$ cat src/rtl/weight_sram_ctrl.sv
// Weight SRAM sequencer: kernel-major bulk load from the host side and
// single-kernel fetch to the convolution datapath.
module weight_sram_ctrl #(
    parameter int IFMAPS  = 16,
    parameter int PIXELS  = 25,
    parameter int DATA_W  = 8,
    parameter int KADDR_W = 4,
    parameter int PADDR_W = 6
) (
    input  logic               Clk,
    input  logic               Rst_n,
    input  logic               load_start,
    input  logic               load_valid,
    input  logic [DATA_W-1:0]  load_data,
    output logic               load_ready,
    output logic               load_done,
    input  logic               fetch_start,
    input  logic [KADDR_W-1:0] fetch_kern,
    output logic               w_valid,
    output logic [DATA_W-1:0]  w_data,
    output logic               w_last,
    output logic               busy,
    output logic               sram_CS,
    output logic               sram_WE,
    output logic               sram_RD,
    output logic [KADDR_W-1:0] sram_kernAddr,
    output logic [PADDR_W-1:0] sram_pixAddr,
    output logic [DATA_W-1:0]  sram_dataIn,
    output logic               sram_ifmaps,
    output logic               sram_pixels,
    input  logic [DATA_W-1:0]  sram_dataOut
);

    localparam logic [KADDR_W-1:0] K_LAST = KADDR_W'(IFMAPS - 1);
    localparam logic [PADDR_W-1:0] P_LAST = PADDR_W'(PIXELS - 1);
    localparam logic [KADDR_W:0]   K_NUM  = (KADDR_W + 1)'(IFMAPS);

    typedef enum logic [1:0] {IDLE, LOAD, FETCH, DRAIN} state_t;

    state_t state, nextState;
    logic [KADDR_W-1:0] kCnt, kNext, issueK;
    logic [PADDR_W-1:0] pCnt, pNext, issueP;
    logic doWrite, doRead, rdLast, fetchOk;

    assign fetchOk     = {1'b0, fetch_kern} < K_NUM;
    assign w_data      = sram_dataOut;
    assign sram_ifmaps = 1'b0;
    assign sram_pixels = 1'b0;

    always_ff @(posedge Clk or negedge Rst_n) begin
        if (!Rst_n) begin
            state <= IDLE;
            kCnt  <= '0;
            pCnt  <= '0;
        end else begin
            state <= nextState;
            kCnt  <= kNext;
            pCnt  <= pNext;
        end
    end

    // The first fetch read is issued straight from IDLE, so p counts the next pixel to read.
    always_comb begin
        nextState = state;
        kNext     = kCnt;
        pNext     = pCnt;
        issueK    = kCnt;
        issueP    = pCnt;
        doWrite   = 1'b0;
        doRead    = 1'b0;
        unique case (state)
            IDLE: begin
                if (load_start) begin
                    nextState = LOAD;
                    kNext     = '0;
                    pNext     = '0;
                end else if (fetch_start && fetchOk) begin
                    nextState = FETCH;
                    doRead    = 1'b1;
                    issueK    = fetch_kern;
                    issueP    = '0;
                    kNext     = fetch_kern;
                    pNext     = PADDR_W'(1);
                end
            end
            LOAD: begin
                if (load_valid) begin
                    doWrite = 1'b1;
                    if (pCnt == P_LAST) begin
                        pNext = '0;
                        if (kCnt == K_LAST) begin
                            kNext     = '0;
                            nextState = IDLE;
                        end else begin
                            kNext = kCnt + 1'b1;
                        end
                    end else begin
                        pNext = pCnt + 1'b1;
                    end
                end
            end
            FETCH: begin
                doRead = 1'b1;
                if (pCnt == P_LAST) begin
                    pNext     = '0;
                    nextState = DRAIN;
                end else begin
                    pNext = pCnt + 1'b1;
                end
            end
            DRAIN: begin
                kNext     = '0;
                pNext     = '0;
                nextState = IDLE;
            end
            default: nextState = IDLE;
        endcase
    end

    always_comb begin
        load_ready = (state == LOAD);
        busy       = (state != IDLE);
    end

    always_ff @(posedge Clk or negedge Rst_n) begin
        if (!Rst_n) begin
            sram_CS       <= 1'b0;
            sram_WE       <= 1'b0;
            sram_RD       <= 1'b0;
            sram_kernAddr <= '0;
            sram_pixAddr  <= '0;
            sram_dataIn   <= '0;
            rdLast        <= 1'b0;
            w_valid       <= 1'b0;
            w_last        <= 1'b0;
            load_done     <= 1'b0;
        end else begin
            sram_CS <= doWrite | doRead;
            sram_WE <= doWrite;
            sram_RD <= doRead;
            if (doWrite | doRead) begin
                sram_kernAddr <= issueK;
                sram_pixAddr  <= issueP;
            end
            if (doWrite) sram_dataIn <= load_data;
            // Flags trail the read by one cycle to line up with sram_dataOut.
            rdLast    <= doRead && (issueP == P_LAST);
            w_valid   <= sram_RD;
            w_last    <= rdLast;
            load_done <= doWrite && (kCnt == K_LAST) && (pCnt == P_LAST);
        end
    end

endmodule

$ cat config.mk
export PLATFORM = sky130hd
export DESIGN_NAME = weight_sram_ctrl
export DESIGN_NICKNAME = d
export VERILOG_FILES = /design/src/rtl/weight_sram_ctrl.sv
export SDC_FILE = /design/constraint.sdc
export NUM_CORES = 1
export LEC_CHECK = 0
export BUFFER_PORTS_ARGS = -buffer_cell sky130_fd_sc_hd__buf_4
export CORE_UTILIZATION = 54
export DETAILED_ROUTE_END_ITERATION = 8
export PLACE_DENSITY = 0.87
export RECOVER_POWER = 50
export SLEW_MARGIN = 20
export SYNTH_ARGS = -nofsm -noshare
export SYNTH_HDL_FRONTEND = slang
export SYNTH_SLANG_ARGS = --single-unit
$ cat constraint.sdc
create_clock -name Clk -period 5.3 [get_ports Clk]
set_input_delay 0 -clock Clk [delete_from_list [all_inputs] [get_ports Clk]]
set_output_delay 0 -clock Clk [all_outputs]
set_load 0.01 [all_outputs]
**Yosys cells after proc, flatten, opt, wreduce, memory -nomap -nowiden**

Index checks and enable logic that the tools add are counted.

- Register bits after elaboration: 37
- Input port bits: 25
- Output and inout bits: 36
- Logic and storage cells: 64

- Add/subtract/negate cells: 2
- Eq/ne operators: 11
- Multiplexer cells: 28
- Bitwise logic cells: 1
- Reduce and logical (&&, ||, !) cells: 9

Operators with widths:

| operator | number |
|---|---|
| $mux 6 | 7 |
| $mux 4 | 7 |
| $pmux 6 s4 | 1 |
| $eq 6x5->1 const B | 2 |
| $mux 2 | 6 |
| $pmux 4 s3 | 1 |
| $pmux 2 s4 | 1 |
| $add 6x1->6 const B | 1 |
| $reduce_and 5->1 | 1 |
| $add 4x1->4 const B | 1 |
| $eq 2x2->1 const B | 2 |
| $eq 4x4->1 const B | 1 |
| $mux 1 | 4 |
| $ne 2x1->1 const B | 2 |
| $ne 2x2->1 const B | 2 |
| $logic_and 1x1->1 | 3 |
| $ne 3x3->1 const B | 1 |
| $reduce_and 3->1 | 1 |
| $reduce_bool 3->1 | 1 |
| $eq 2x1->1 const B | 1 |
| $logic_not 2->1 | 1 |
| $pmux 1 s2 | 1 |
| $reduce_and 2->1 | 1 |
| $reduce_bool 2->1 | 1 |
| $or 1x1->1 | 1 |

**Logic depth before layout (Yosys ltp)**

- Word-level depth: 5
- Mapped depth: 8
- Mapped depth without buffers: 6

**Worst setup path after synthesis**

Ideal clock, no wire load.

- Path kind: reg-to-reg
- Start point: register state[1]
- End point: register state[0]
- Setup time: 0.128 ns
- Arrival time: 1.599 ns
- Data required time: 5.172 ns
- Setup slack: 3.573 ns
- Cell stages (with the launch flop): 8
- Buffers on the path: 1
- Period minus slack after synthesis: 1.727 ns
- Cell sequence: dfrtp_1 > inv_1 > ha_1 > buf_2 > nor2_1 > a31oi_1 > a21boi_1 > mux2_1

- Longest elaborated chain between the ends: 3
- Elaborated cells between the ends (all ways): 11
- Classes of those cells: 8 x eq/ne; 1 x mux; 2 x reduce/logical

Ends and longest elaborated chain:

| item | line | source |
|---|---|---|
| start, declared | 40 | `state_t state, nextState;` |
| start signal, assigned | 56 | `state <= nextState;` |
| $eq 2x1->1 * | -- |  |
| named net load_ready | 15 | `output logic load_ready,` |
| $ne 2x1->1 (no source line) / $ne 2x2->1 (equally long branches) | -- |  |
| $reduce_and 5->1 (no source line) | -- |  |

The timed path passes the listed nets; every way through them passes the cells marked *.
A chain may end at the register's enable or synchronous reset.

**Final worst setup path**

- Start point: register state[0]
- End point: register sram_kernAddr[1]

- Longest elaborated chain between the ends: 3
- Elaborated cells between the ends (all ways): 7
- Classes of those cells: 2 x eq/ne; 3 x mux; 1 x bitwise; 1 x reduce/logical

Ends and longest elaborated chain:

| item | line | source |
|---|---|---|
| $eq 2x2->1, or another cell as far along | 71 | `unique case (state)` |
| $pmux 1 s2 / $mux 1 (equally long branches) | 71 |  |
| $or 1x1->1 | 141 | `if (doWrite \| doRead) begin` |
| end signal, assigned | 142 | `sram_kernAddr <= issueK;` |
| end, declared | 26 | `output logic [KADDR_W-1:0] sram_kernAddr,` |

Several ways; a longest one is shown, not always the timed one.

==> qor.csv <==
metric,value,unit
synthTopCellsByArea,"dfrtp_1 50%, nand2_1 5.9%, mux2_2 5.5%",
yosys_warnings,0,
vias,1457,
setup_viol_count_final,0,
power_leakage,1.10,nW
min_from,sram_dataOut[1],
nets,256,
core_region_area,0.00315,mm^2
yosysUniqueCellTypes,40,
start_kind,register,
portBuffers,42,
wl_per_cell,15.4,um
relSlewSlack,-0.260,
status,finished with violations,
rows,20,
path_clk_slew,0.12,ns
cap_violations,1,
clkLatencyLatePin,0.34,ns
yosysMostFrequentCell,dfrtp_1,
antenna_left,0,
synth_seq_cells,37,
cp-startpoint,state[0]$_DFFE_PN0P_,
viasPerCell,5.44,
drive_gt1_frac,0.237,
antenna_cells,0,
slew_viol_final,38,
hold-worst-slack,0.00000392,ns
end_kind,register,
initial_utilization,0.589,
grt_max_degree,38,
rr_startpoint,state[0]$_DFFE_PN0P_,
failed_checks,"capacitance limit, slew limit",
h-tree-depth,2,
cpMaxStageDelayCell,and3_1,
hold_viol_final,0,
fin_crit_sh,0.408,
synth_area,0.00186,mm^2
synthArstFlopShare,1.00,
drt_wl_total,4130,um
synth_edf_count,0,
grt_pass1_vias,1388,
die_height,60.7,um
rsz0062_at_grt,no,
crit_chain,"inv_1, ha_1, nand3b_1, and3_1, o21ai_0",
worst_path_largest_cell_delay,0.64,ns
synthTopCellsByCount,"37 x dfrtp_1, 29 x nand2_1, 14 x o21ai_0",
hpwl,2860,um
overflow,0,
p_per_area,478,mW/mm^2
antenna_found_initial,0,
tns,0,ns
syn_to_final_growth,22.5,%
drt-initial-drc-count,41,
worst_slack,3.14,ns
min_period,2.16,ns
netlist_instances,176,
cts.sinks,37,
io_pins,61,
drtPass1Iterations,4,
synth_top_area_frac,0.498,
peakVddDrop,0.269,mV
hp-class,primary input to output pin,
syn_avg_cell_area,10.6,um^2
worstPathArrival,2.36,ns
cts_tree,built,
tightest_slew,1.89,ns
gp_congestion,0.798,
cts_inserted_buffers,5,
synth_ff_type,dfrtp_1,
root_buffer,clkbuf_4,
die_x,60.7,um
grt_pass1_wl,6350,um
critical_path_class,register to register,
dieArea,0.00368,mm^2
cp.required,5.49,ns
route.detailed.drc,0,
grtUsageTotal,0.247,
yosysSeqAreaShare,0.498,
fin_skew,0.0121,ns
yosys.area.top_type,dfrtp_1,
clock_path_buffers,2,
dp_worst_setup_slack,3.15,ns
max_clock_freq,462,MHz
worstPathMaxFanout,21,
## worst max-delay path, delay by kind of cell, from the launching register on
| family | cells | cell delay [ns] |
|---|---|---|
| adder cells (fa/ha/maj) | 1 | 0.23 |
| flip-flops | 1 | 0.41 |
| AO/OA/AOI/OAI | 1 | 0.23 |
| AND/OR/NAND/NOR | 2 | 1.05 |
| buffers and inverters | 1 | 0.10 |
## routing by layer
| layer | vias to the layer above | share of wire | GRT usage |
|---|---|---|---|
| li1 | 682 | - | - |
| met1 | 685 | 0.39 | 0.269 |
| met2 | 70 | 0.51 | 0.452 |
| met3 | 20 | 0.065 | 0.0512 |
| met4 | 0 | 0.029 | 0.123 |
| met5 | - | 0 | 0 |
## cell families after synthesis
kind of cell / share of synthesized area
AO/OA/AOI/OAI: 0.112
XOR/XNOR: 0.0141
adder cells (fa/ha/maj): 0.0539
buffers and inverters: 0.0727
flip-flops: 0.498
multiplexers: 0.0936
other: 0.00202
AND/OR/NAND/NOR: 0.153
## flip-flops by register name, summed over array words and instances (netlist names)
register       flops
sram_WE            1
sram_CS            1
sram_dataIn        8
rdLast             1
state              2
load_done          1
w_valid            1
pCnt               6
kCnt               4
sram_RD            1
sram_kernAddr      4
sram_pixAddr       6
w_last             1
## power breakdown
| part | internal (W) | switching (W) |
|---|---|---|
| sequential | 0.000371 | 0.0000691 |
| combinational | 0.000231 | 0.000274 |
| clock | 0.0000506 | 0.0000923 |
| total | 0.000652 | 0.000436 |
## placed cells by master (no fill, tap or decap), types with 2 or more instances in the layout
master / n
nor2_1: 5
nand2_1: 29
buf_4: 34
conb_1: 2
and3_1: 3
mux2_1: 2
clkbuf_1: 9
mux2_2: 9
o2bb2ai_1: 3
nand2b_1: 3
clkbuf_4: 5
o21ai_0: 14
nor2b_1: 2
ha_1: 8
a31oi_1: 2
inv_1: 9
a211o_1: 2
xor2_1: 3
or3_1: 2
clkinv_2: 2
dfrtp_1: 37
mux2i_1: 5
dlygate4sd3_1: 12
nand3_1: 4
## area by class of cell
type	instances	area (um^2)
Clock buffer	6	41.3
Clock inverter	2	10.0
Fill cell	243	877
Inverter	10	37.5
Multi-Input combinational cell	115	801
Sequential cell	37	926
Tap cell	44	55.1
Timing Repair Buffer	54	405
## final timing paths
check,slack [ns],cells after the start,endpoint
min,0.000004,0,w_data[1]
max in group asynchronous,3.50,2,kCnt[2]$_DFFE_PN0P_
min reg2reg,0.39,0,w_last$_DFF_PN0_
min in group asynchronous,0.72,2,sram_pixAddr[5]$_DFFE_PN0P_
max reg2reg,3.14,5,sram_kernAddr[1]$_DFFE_PN0P_
max,3.14,5,sram_kernAddr[1]$_DFFE_PN0P_
## stage by stage
stage	util	total power, W	area, um^2	std cells
2_1_floorplan	-	0.000752	1860	177
3_3_place_gp	0.677	0.000904	2130	248
3_5_place_dp	0.677	0.000941	2130	248
4_1_cts	0.731	0.00108	2310	268
5_1_grt	0.722	0.00116	2280	268
6_report	0.722	0.00109	2280	268
## repair_timing
item                       4_1_cts  5_1_grt
hold endpoints to repair        48        0
resized for setup                0        0
buffers inserted                 0        0
hold buffers                    12        0
setup endpoints to repair        0        0
No activity file was read; power rests on OpenSTA's default activity.
